--- src/rtl/mm_arbiter.sv ---
// Round-robin arbiter for the shared matrix memory.
// A requester keeps the grant for a whole transaction, until it drops its
// request. A hold watchdog revokes any grant that lasts max_hold_p cycles.
// Once the watchdog fires, timeout_o stays set until the next reset.
//
// state | meaning
// eIDLE | no owner; arbitrate among pending requests
// eBUSY | owner_r holds the memory
module mm_arbiter #(
  parameter int width_p    = 16,
  parameter int height_p   = 32,
  parameter int num_req_p  = 3,
  parameter int max_hold_p = 64,
  localparam int aw = $clog2(height_p),
  localparam int iw = (num_req_p > 1) ? $clog2(num_req_p) : 1,
  localparam int cw = $clog2(max_hold_p + 1)
) (
  input  logic                           clk_i,
  input  logic                           reset_i,
  input  logic [num_req_p-1:0]           req_i,
  output logic [num_req_p-1:0]           gnt_o,
  input  logic [num_req_p*aw-1:0]        rd_addr_i,
  input  logic [num_req_p*aw-1:0]        wr_addr_i,
  input  logic [num_req_p*width_p-1:0]   wr_data_i,
  input  logic [num_req_p-1:0]           wr_v_i,
  output logic [width_p-1:0]             rd_data_o,
  output logic [aw-1:0]                  mm_read_addr_o,
  input  logic [width_p-1:0]             mm_read_data_i,
  output logic [aw-1:0]                  mm_write_addr_o,
  output logic [width_p-1:0]             mm_write_data_o,
  output logic                           mm_write_v_o,
  output logic                           timeout_o
);

  typedef enum logic {eIDLE, eBUSY} state_e;

  state_e          state_r, state_n;
  logic [iw-1:0]   owner_r, owner_n;
  logic [iw-1:0]   last_r, last_n;
  logic [cw-1:0]   hold_cnt_r, hold_cnt_n;
  logic            timeout_r, timeout_n;
  logic [iw-1:0]   winner;
  logic            owner_req;
  logic            active;

  assign owner_req = req_i[owner_r];
  // Reset low also blocks the mux, so a write cannot land on the reset edge.
  assign active    = (state_r == eBUSY) && owner_req && reset_i;

  // Round-robin pick: the first set request after last_r, with wrap-around.
  // The loop runs from the farthest candidate to the nearest, so the nearest
  // set request is written last and wins.
  always_comb begin
    logic [iw-1:0] cand;
    cand   = '0;
    winner = last_r;
    for (int k = num_req_p; k >= 1; k--) begin
      cand = iw'((int'(last_r) + k) % num_req_p);
      if (req_i[cand]) winner = cand;
    end
  end

  // State register; the synchronous reset gives requester 0 first priority.
  always_ff @(posedge clk_i) begin
    if (!reset_i) begin
      state_r    <= eIDLE;
      owner_r    <= '0;
      last_r     <= iw'(num_req_p - 1);
      hold_cnt_r <= '0;
      timeout_r  <= 1'b0;
    end else begin
      state_r    <= state_n;
      owner_r    <= owner_n;
      last_r     <= last_n;
      hold_cnt_r <= hold_cnt_n;
      timeout_r  <= timeout_n;
    end
  end

  // Next state: grant, release, or revoke by the watchdog.
  always_comb begin
    state_n    = state_r;
    owner_n    = owner_r;
    last_n     = last_r;
    hold_cnt_n = hold_cnt_r;
    timeout_n  = timeout_r;
    case (state_r)
      eIDLE: begin
        if (|req_i) begin
          state_n    = eBUSY;
          owner_n    = winner;
          last_n     = winner;
          hold_cnt_n = cw'(1);
        end
      end
      eBUSY: begin
        if (!owner_req) begin
          state_n = eIDLE;
        end else if (hold_cnt_r == cw'(max_hold_p)) begin
          state_n   = eIDLE;
          timeout_n = 1'b1;
        end else begin
          hold_cnt_n = hold_cnt_r + 1'b1;
        end
      end
      default: state_n = eIDLE;
    endcase
  end

  // Grant and memory mux. Only the owner's slices are ever forwarded.
  always_comb begin
    gnt_o           = '0;
    mm_read_addr_o  = '0;
    mm_write_addr_o = '0;
    mm_write_data_o = '0;
    mm_write_v_o    = 1'b0;
    if (state_r == eBUSY) gnt_o[owner_r] = 1'b1;
    if (active) begin
      mm_read_addr_o  = rd_addr_i[int'(owner_r)*aw +: aw];
      mm_write_addr_o = wr_addr_i[int'(owner_r)*aw +: aw];
      mm_write_data_o = wr_data_i[int'(owner_r)*width_p +: width_p];
      mm_write_v_o    = wr_v_i[owner_r];
    end
  end

  assign rd_data_o = mm_read_data_i;
  assign timeout_o = timeout_r;

endmodule

--- config.mk ---
export PLATFORM = sky130hd
export DESIGN_NAME = mm_arbiter
export DESIGN_NICKNAME = d
export VERILOG_FILES = /design/src/rtl/mm_arbiter.sv
export SDC_FILE = /design/constraint.sdc
export NUM_CORES = 1
export LEC_CHECK = 0
export ABC_CLOCK_PERIOD_IN_PS = 4550
export BUFFER_PORTS_ARGS = -buffer_cell sky130_fd_sc_hd__buf_2
export CAP_MARGIN = 20
export CORE_ASPECT_RATIO = 0.6
export CORE_UTILIZATION = 39
export CTS_BUF_LIST = sky130_fd_sc_hd__clkbuf_4
export DETAILED_ROUTE_END_ITERATION = 6
export PLACE_DENSITY = 0.92
export SLEW_MARGIN = 10
export SYNTH_ARGS = -nofsm -noshare
export SYNTH_HDL_FRONTEND = slang
export SYNTH_SLANG_ARGS = --single-unit
export TNS_END_PERCENT = 10
--- constraint.sdc ---
create_clock -name clk_i -period 4.55 [get_ports clk_i]
set_input_delay 0.455 -clock clk_i [delete_from_list [all_inputs] [get_ports clk_i]]
set_output_delay 0.455 -clock clk_i [all_outputs]
set_load 0.05 [all_outputs]
==> flow_summary.toml, run 1 <==
[run_status]
status = "finished clean"

[synthesis]
ys_warn_count = 0
synthesis.area_mm2 = 0.00161
async_flop_share_pct = 0
synth_ff_type = "dfxtp_1"
ys_seq_area_share_pct = 14.9
synth_fp_nets = 345
ys_types = 41
syn_area_per_cell_um2 = 6.78
synthTopCellsByArea = "mux2i_1 (18%), nor2_1 (15%), dfxtp_1 (15%)"
synth-edff-count = 0
yosys.area.top_type = "mux2i_1"
synth_top_area_share_pct = 18.0
syn_inst = 238
yosys_register_bits = 12

[floorplan]
die_h_um = 51.8
die_w_um = 85.0
rows = 17
die-area_mm2 = 0.00440
ios = 149
initial_core_util_pct = 42.4
core_area_mm2 = 0.00381

[timing]
fin_crit_sh_pct = 73.4
relSlewSlack_pct = 32.3
clock.fmax_mhz = 299
rsz0062_at_grt = "no"
min_period_ps = 3340
tns_ps = 0
maxSlewViolCount = 0
finClkSkew_ps = 0.599
tightestPinTransition_ps = 1010
hold_viol_final = 0
setup_violations = 0
hold_slack_ps = 480

[route]
ant_nets = 0
first_pass_iters = 4
drtIter0Drc = 86
drt-total-wl_um = 4760
drcViolationCount = 0
via_per_inst = 5.23
vias = 1960
wl_per_cell_um = 12.7

[placed_design]
dpl_cell_area_mm2 = 0.00209
place.port_buffers = 116
dp_hpwl_um = 3850
gp_congestion = 0.994

[worst_setup_path]
crit_path_cell_trace = "buf_4 > mux2i_1 > o2bb2ai_2 > nand3_1 > nor2_1 > buf_2"
arrival_ps = 2890
reg2regPathDepth = 8
critPathCaptureType = "primary output"
cpMaxStageDelayCell = "nand3_1"
worstSetupPathDepth = 6
crit_family = "simple AND/OR/NAND/NOR gates"
path_buf_inv = 2
start_kind = "flop"
worstSetupPathType = "flop to primary output"
cpPeakStageDelay_ps = 750
cp_max_fo = 34
cp.required_ps = 4090

[clocking]
post_cts_buffers = 0
clkSlewWorstSetupHoldPaths_ps = 70
cts_buffers = 3
cts_resized = 0
holdBufCountCts = 0
htree_num_levels = 1
clk_latency_ps = 270
clockBufferDepth = 2
cts_tree = "built"
clock_sinks = 12
root_buffer = "clkbuf_4"

[global_routing]
antenna_found_initial = 0
top_usage_layer = "met2"
overflow = 0
grtUsageMet1_pct = 25.5
grt_usage_pct = 21.4
grt_util_met3_pct = 6.03
grt_pass1_wl_um = 7480
grt_pass1_vias = 1731
grt_start_max_net_pins = 35
gr-usage-met2_pct = 37.6

[cells_and_area]
nNetsFinal = 437
final_cell_mix = "buf_2 (116), nor2_1 (66), a21oi_1 (30), mux2i_1 (29), dfxtp_1 (11)"
antenna_cells = 0
post-route-util_pct = 55.4
drive_above_1_share_pct = 39.9
postLayoutCellArea_mm2 = 0.00211
final_common_cell = "buf_2"
synthToLayoutAreaGrowth_pct = 30.7

[hold_path]
whs_path_depth = 2
hold_class = "flop to flop"

[power_and_ir_drop]
power.density_mw_per_mm2 = 264
ir_drop_uv = 230
total_power_uw = 557
cellLeakagePower_uw = 0.00106

[job]
drv_cap = 0
through the flow:
step,instances,setup WS [ps]
final,375,1210
after global routing,375,936
after CTS,375,1160
after detailed placement,372,1480
after global placement,372,1550
after floorplan,238,2170
flip-flops by register name, summed over array words and instances, names as in the netlist:
name	count
state_r	1
timeout_o	1
hold_cnt_r	7
last_r	1
owner_r	2
logic make-up (layout without fill, tap and decap cells):
logic type                 Yosys count  in the layout  share of synthesized area [%]
xor gates and xnor gates             4              4                           2.17
AOI/OAI and AO/OA                   48             48                           18.9
and+or+nand+nor                    101            101                           28.7
muxes                               29             29                           18.0
buffers and inverters               39            129                           13.4
DFF                                 12             12                           14.9
adders and majority gates            5              5                           3.88
metal layers:
layer	part of all wire, %	wire length, um	vias to the layer above
met3	8.6	409	13
li1	-	-	976
met5	0	0	-
met4	1.5	73	0
met1	43	2050	888
met2	47	2220	83
tightest hold or removal path: stages (launching register included):
cell     delay (ps)
dfxtp_1         310
o21ai_0          60
a21oi_1          60
cell usage after synthesis (all sizes together), types with 2 or more instances:
cell type and number:
a21oi 30, and3 2, buf 24, clkbuf 8, dfxtp 12, ha 5, inv 7, mux2i 29
nand2 6, nand3 6, nor2 66, nor2b 6, nor3 6, o21a 2, o21ai 3, xnor2 2
xor2 2
cell type report:
cell class | count | area [um^2]
clock buffers | 3 | 22.5
fillers | 379 | 1700
inverters | 7 | 26.3
multi-input cells | 187 | 1160
flip-flops and latches | 12 | 241
well taps | 47 | 58.8
repair buffers | 119 | 603
worst paths after layout:
path,from,slack [ps],to
setup / recovery,owner_r[0]$_SDFFE_PN0P_,1210,mm_write_data_o[4]
hold / removal,hold_cnt_r[6]$_SDFFE_PN0P_,480,hold_cnt_r[6]$_SDFFE_PN0P_
setup reg to reg,owner_r[0]$_SDFFE_PN0P_,2240,last_r[1]$_SDFFE_PN1P_
hold reg to reg,hold_cnt_r[6]$_SDFFE_PN0P_,480,hold_cnt_r[6]$_SDFFE_PN0P_
report_power, final:
part	leakage, uW	switching (uW)	total [uW]	internal (uW)
registers	0.0000984	7.47	121	113
logic	0.000949	229	371	141
clock network	0.0000138	34.1	64.8	30.7
Power figures use the tool's default switching activity.
==> inputs of run 2 (changes only) <==
--- a/config.mk
+++ b/config.mk
@@ -5,7 +5,7 @@
 export SDC_FILE = /design/constraint.sdc
 export NUM_CORES = 1
 export LEC_CHECK = 0
-export ABC_CLOCK_PERIOD_IN_PS = 4550
+export ABC_CLOCK_PERIOD_IN_PS = 3300
 export BUFFER_PORTS_ARGS = -buffer_cell sky130_fd_sc_hd__buf_2
 export CAP_MARGIN = 20
 export CORE_ASPECT_RATIO = 0.6
==> constraint.sdc (replaced) <==
create_clock -name clk_i -period 3.3 [get_ports clk_i]
set_input_delay 0.33 -clock clk_i [delete_from_list [all_inputs] [get_ports clk_i]]
set_output_delay 0.33 -clock clk_i [all_outputs]
set_load 0.05 [all_outputs]
==> run 2 against run 1 <==
Effect of this change: final area up 0.53%; sequential power up 40%; critical path depth increased by 1; combinational power grew 39%; hold slack got worse by 100 ps; core utilization rose by 0.30 points; clock skew increased by 2.9 ps; count of clock-buffer cells in the layout stayed put; first-iteration DRC count is 23% lower; largest cell class unchanged; largest power group unchanged.
==> flow_summary.toml, run 2 (synthesis gave the netlist of run 1 again) <==
[cells_and_area]
layoutNonFillerInstCount = 377
largest_register_ff_count = 7
nFillCells = 370
top_register = "hold_cnt_r"
synthToLayoutAreaGrowth_pct = 31.4
reg.largest.list = "hold_cnt_r (7), owner_r (2)"
drive_above_1_share_pct = 40.0
final_cell_mix = "buf_2 (116), nor2_1 (66), a21oi_1 (30), mux2i_1 (29), dfxtp_1 (11)"
nNetsFinal = 438
final_common_cell = "buf_2"
antenna_cells = 0

[route]
wl_per_cell_um = 13.6
ant_nets = 0
drtIter0Drc = 66
first_pass_iters = 4
wl_met2_um = 2380
highest_layer = "met4"
met1Wirelength_um = 2280
vias = 1972
via_per_inst = 5.23
met3_length_um = 393
drt-total-wl_um = 5120
drcViolationCount = 0

[clocking]
clk_latency_ps = 280
cts_tree = "built"
cts_resized = 0
htree_num_levels = 1
cts_buffers = 3
clock_sinks = 12
clkSlewWorstSetupHoldPaths_ps = 80
root_buffer = "clkbuf_4"
clockBufferDepth = 2
post_cts_buffers = 0
holdBufCountCts = 0

[global_routing]
overflow = 0
grt_usage_pct = 22.2
grt_pass1_wl_um = 7820
antenna_found_initial = 0
grt_start_max_net_pins = 33
grt_pass1_vias = 1716

[floorplan]
die-area_mm2 = 0.00440
ios = 149
die_w_um = 85.0
rows = 17
initial_core_util_pct = 42.4
die_h_um = 51.8
core_area_mm2 = 0.00381

[worst_setup_path]
cp.required_ps = 2970
cp_max_fo = 31
reg2regPathDepth = 8
start_kind = "flop"
critPathCaptureType = "primary output"
crit_path_cell_trace = "buf_4 > mux2i_1 > o2bb2ai_2 > nand3_1 > buf_4 > nor2_1 > buf_2"
arrival_ps = 2420
reg2reg_from = "owner_r[0]$_SDFFE_PN0P_"
cpPeakStageDelay_ps = 430
reg2reg_slack_ps = 910
cpMaxStageDelayCell = "buf_4"
worstSetupPathType = "flop to primary output"
r2r-end = "last_r[1]$_SDFFE_PN1P_"
path_common_cell = "buf_4"

[power_and_ir_drop]
pwr-share-seq_pct = 21.7
switching_share_pct = 49.1
combPwrFrac_pct = 66.0
clockPowerShare_pct = 12.3
cellLeakagePower_uw = 0.00107
p_int_uw = 397
switching_power_uw = 382
power.density_mw_per_mm2 = 368
ir_drop_uv = 228

[hold_path]
hold_end = "owner_r[0]$_SDFFE_PN0P_"
hold_start = "reset_i"
whs_path_depth = 3
hold_class = "input pin to flop"

[timing]
rsz0062_at_grt = "no"
tightestPinTransition_ps = 490
relSlewSlack_pct = 67.3
hold_viol_final = 0
clock.fmax_mhz = 364
fin_crit_sh_pct = 83.3
maxSlewViolCount = 0
finClkSkew_ps = 3.54
min_period_ps = 2750
tns_ps = 0
setup_violations = 0

[placed_design]
dp_cells = 373
place.port_buffers = 116
gp_congestion = 1.00
dp_hpwl_um = 4030

[run_status]
status = "finished clean"

[job]
drv_cap = 0
-- run 2: how the worst max path moves through the flow --
stage	endpoint	startpoint	slack [ps]
2_1_floorplan	mm_read_addr_o[0]	owner_r[0]$_SDFFE_PN0P_	1040
3_3_place_gp	mm_write_data_o[0]	owner_r[0]$_SDFFE_PN0P_	1020
3_5_place_dp	mm_read_addr_o[1]	owner_r[0]$_SDFFE_PN0P_	880
4_1_cts	mm_read_addr_o[1]	owner_r[0]$_SDFFE_PN0P_	540
5_1_grt	mm_read_addr_o[1]	owner_r[0]$_SDFFE_PN0P_	390
6_report	mm_write_data_o[5]	owner_r[0]$_SDFFE_PN0P_	550
-- run 2: per-layer routing --
| layer | vias up | GRT usage (%) |
|---|---|---|
| met2 | 86 | 38.4 |
| met5 | - | 0 |
| li1 | 984 | - |
| met1 | 892 | 28.1 |
| met3 | 10 | 5.71 |
| met4 | 0 | 5.08 |
-- run 2: final cells by class --
class / instances / area [um^2] / area share, %
multi-input combinational: 187 / 1160 / 54.5
sequential: 12 / 241 / 11.4
inverter: 7 / 26.3 / 1.24
clock buffer: 3 / 22.5 / 1.06
clock inverter: 1 / 3.75 / 0.177
timing repair buffer: 120 / 611 / 28.8
tap: 47 / 58.8 / 2.77
-- run 2: power groups by stage --
| stage | clock network, uW | registers, uW | logic [uW] |
|---|---|---|---|
| detailed placement | 0 | 172 | 508 |
| global placement | 0 | 171 | 500 |
| finish | 95.4 | 169 | 514 |
| floorplan | 0 | 165 | 440 |
| global route | 107 | 172 | 561 |
| CTS | 97.4 | 169 | 511 |
-- run 2: stage by stage --
step           hold WS, ps  power [uW]  utilization (%)  setup WS [ps]  instance area [um^2]
6_report               379         779             55.7            552                  2120
5_1_grt                378         839             55.7            392                  2120
4_1_cts                375         777             55.7            541                  2120
3_5_place_dp           459         680             55.0            876                  2090
3_3_place_gp           458         671             55.0           1020                  2090
2_1_floorplan          452         605                -           1040                  1610
-- run 2: worst max-delay path: cells and delay by family, from the launching register on --
family	cells	cell delay [ps]
flops	1	370
simple gates	2	300
buf+inv	3	960
mux	1	210
compound gates	1	290
==> inputs of run 3 (changes only) <==
--- a/config.mk
+++ b/config.mk
@@ -5,14 +5,14 @@
 export SDC_FILE = /design/constraint.sdc
 export NUM_CORES = 1
 export LEC_CHECK = 0
-export ABC_CLOCK_PERIOD_IN_PS = 3300
+export ABC_CLOCK_PERIOD_IN_PS = 2300
 export BUFFER_PORTS_ARGS = -buffer_cell sky130_fd_sc_hd__buf_2
 export CAP_MARGIN = 20
 export CORE_ASPECT_RATIO = 0.6
-export CORE_UTILIZATION = 39
+export CORE_UTILIZATION = 35
 export CTS_BUF_LIST = sky130_fd_sc_hd__clkbuf_4
 export DETAILED_ROUTE_END_ITERATION = 6
-export PLACE_DENSITY = 0.92
+export PLACE_DENSITY = 0.88
 export SLEW_MARGIN = 10
 export SYNTH_ARGS = -nofsm -noshare
 export SYNTH_HDL_FRONTEND = slang
==> constraint.sdc (replaced) <==
create_clock -name clk_i -period 2.3 [get_ports clk_i]
set_input_delay 0.23 -clock clk_i [delete_from_list [all_inputs] [get_ports clk_i]]
set_output_delay 0.23 -clock clk_i [all_outputs]
set_load 0.05 [all_outputs]
==> run 3 against run 2 <==
Effect of this change: register-to-register slack got worse by 570 ps; total power rose by 43%; via count fell by 1.2%; wire length fell by 2.0%; clock skew rose by 0.63 ps; non-clock buffer count did not move; sequential share of layout area fell by 0.061 points; critical endpoint is now mm_write_data_o[15]; largest cell class unchanged.
==> flow_summary.toml, run 3 (synthesis gave the netlist of run 1 again) <==
[timing]
tns_ps = 0
clock.fmax_mhz = 457
hold_viol_final = 0
maxSlewViolCount = 0
finClkSkew_ps = 4.17
hold_slack_ps = 267
relSlewSlack_pct = 70.2
setup_violations = 0
finalWorstSetupSlack_ps = 113
fin_crit_sh_pct = 95.1
rsz0062_at_grt = "yes"
tightestPinTransition_ps = 446
min_period_ps = 2190

[worst_setup_path]
cpMaxStageDelayCell = "dfxtp_2"
cpPeakStageDelay_ps = 460
cp.required_ps = 2070
arrival_ps = 1960
reg2reg_slack_ps = 340
endpoint = "mm_write_data_o[15]"
critPathLaunch = "owner_r[0]$_SDFFE_PN0P_"
reg2regPathDepth = 7
critPathCaptureType = "primary output"
path_common_cell = "nor2_1"
crit_path_cell_trace = "buf_4 > mux2i_1 > nor2_1 > a21oi_1 > nor2_1 > buf_2"
cp_max_fo = 27
start_kind = "flop"
reg2reg_from = "owner_r[0]$_SDFFE_PN0P_"
worstSetupPathType = "flop to primary output"
r2r-end = "last_r[1]$_SDFFE_PN1P_"

[placed_design]
dp_hpwl_um = 3980
dpl_cell_area_mm2 = 0.00211
place.port_buffers = 116
pre_cts_ws_ps = 385
gp_congestion = 0.900

[power_and_ir_drop]
pwr-share-seq_pct = 22.9
cellLeakagePower_uw = 0.00107
clockPowerShare_pct = 12.1
power.density_mw_per_mm2 = 521
combPwrFrac_pct = 65.0
switching_power_uw = 546
ir_drop_uv = 265
switching_share_pct = 49.0
p_int_uw = 569

[route]
vias = 1948
first_pass_iters = 4
ant_nets = 0
drt-total-wl_um = 5020
drtIter0Drc = 88
via_per_inst = 5.01
wl_per_cell_um = 12.9
drcViolationCount = 0

[clocking]
clockBufferDepth = 2
cts_buffers = 3
htree_num_levels = 1
clkSlewWorstSetupHoldPaths_ps = 80
holdBufCountCts = 0
root_buffer = "clkbuf_4"
post_cts_buffers = 0
clk_latency_ps = 280
cts_tree = "built"
clock_sinks = 12
cts_resized = 0

[cells_and_area]
antenna_cells = 0
nNetsFinal = 438
nFillCells = 434
drive_above_1_share_pct = 40.7
final_cell_mix = "buf_2 (114), nor2_1 (66), a21oi_1 (30), mux2i_1 (28), dfxtp_1 (10)"
synthToLayoutAreaGrowth_pct = 32.8
postLayoutCellArea_mm2 = 0.00214
reg.largest.list = "hold_cnt_r (7), owner_r (2)"
final_common_cell = "buf_2"
largest_register_ff_count = 7
top_register = "hold_cnt_r"

[floorplan]
initial_core_util_pct = 37.9
die_w_um = 89.6
rows = 18
die_h_um = 54.6
die-area_mm2 = 0.00489
core_area_mm2 = 0.00426
ios = 149

[run_status]
status = "finished clean"

[job]
drv_cap = 0

[global_routing]
overflow = 0
grt_pass1_wl_um = 6700
grt_pass1_vias = 1474
grt_start_max_net_pins = 28
grt_usage_pct = 18.0
antenna_found_initial = 0

[hold_path]
hold_start = "reset_i"
hold_class = "input pin to flop"
run 3: layer usage:
metal	track usage [%]	up-vias	share of wire, %
li1	-	977	-
met1	23.4	884	45
met2	30.6	83	47
met3	4.68	4	7.8
met4	3.17	0	0.58
met5	0	-	0
run 3: worst min-delay path by stage:
| stage | slack, ps | endpoint | cells past startpoint |
|---|---|---|---|
| 2_1_floorplan | 370 | hold_cnt_r[1]$_SDFFE_PN0P_ | 2 |
| 3_3_place_gp | 460 | rd_data_o[0] | 0 |
| 3_5_place_dp | 460 | rd_data_o[0] | 0 |
| 4_1_cts | 260 | owner_r[0]$_SDFFE_PN0P_ | 3 |
| 5_1_grt | 270 | owner_r[0]$_SDFFE_PN0P_ | 3 |
| 6_report | 270 | owner_r[0]$_SDFFE_PN0P_ | 3 |
run 3: through the flow:
stage	instances	power, uW	utilization [%]
CTS	389	1110	50.1
global placement	386	964	49.6
detailed placement	386	977	49.6
global route	389	1210	50.3
finish	389	1120	50.3
floorplan	238	869	-
run 3: worst max-delay path: cells and delay by family (launching register included):
kind	cells	cell delay, ps
buffers and inverters	2	660
DFF	1	460
AOI/OAI and AO/OA	1	160
and+or+nand+nor	2	120
muxes	1	260
run 3: layout make-up:
cell class              instances  area [um^2]  area share [%]
well taps                      60         75.1            3.50
inverters                       7         26.3            1.23
clock buffers                   3         22.5            1.05
multi-input cells             187         1160            54.1
flip-flops and latches         12          243            11.3
repair buffers                120          616            28.7
run 3: power groups by stage:
stage / sequential, uW / combinational (uW) / clock, uW
floorplan: 237 / 631 / 0
global placement: 255 / 709 / 0
detailed placement: 258 / 719 / 0
CTS: 253 / 721 / 140
global route: 258 / 798 / 153
finish: 256 / 725 / 135
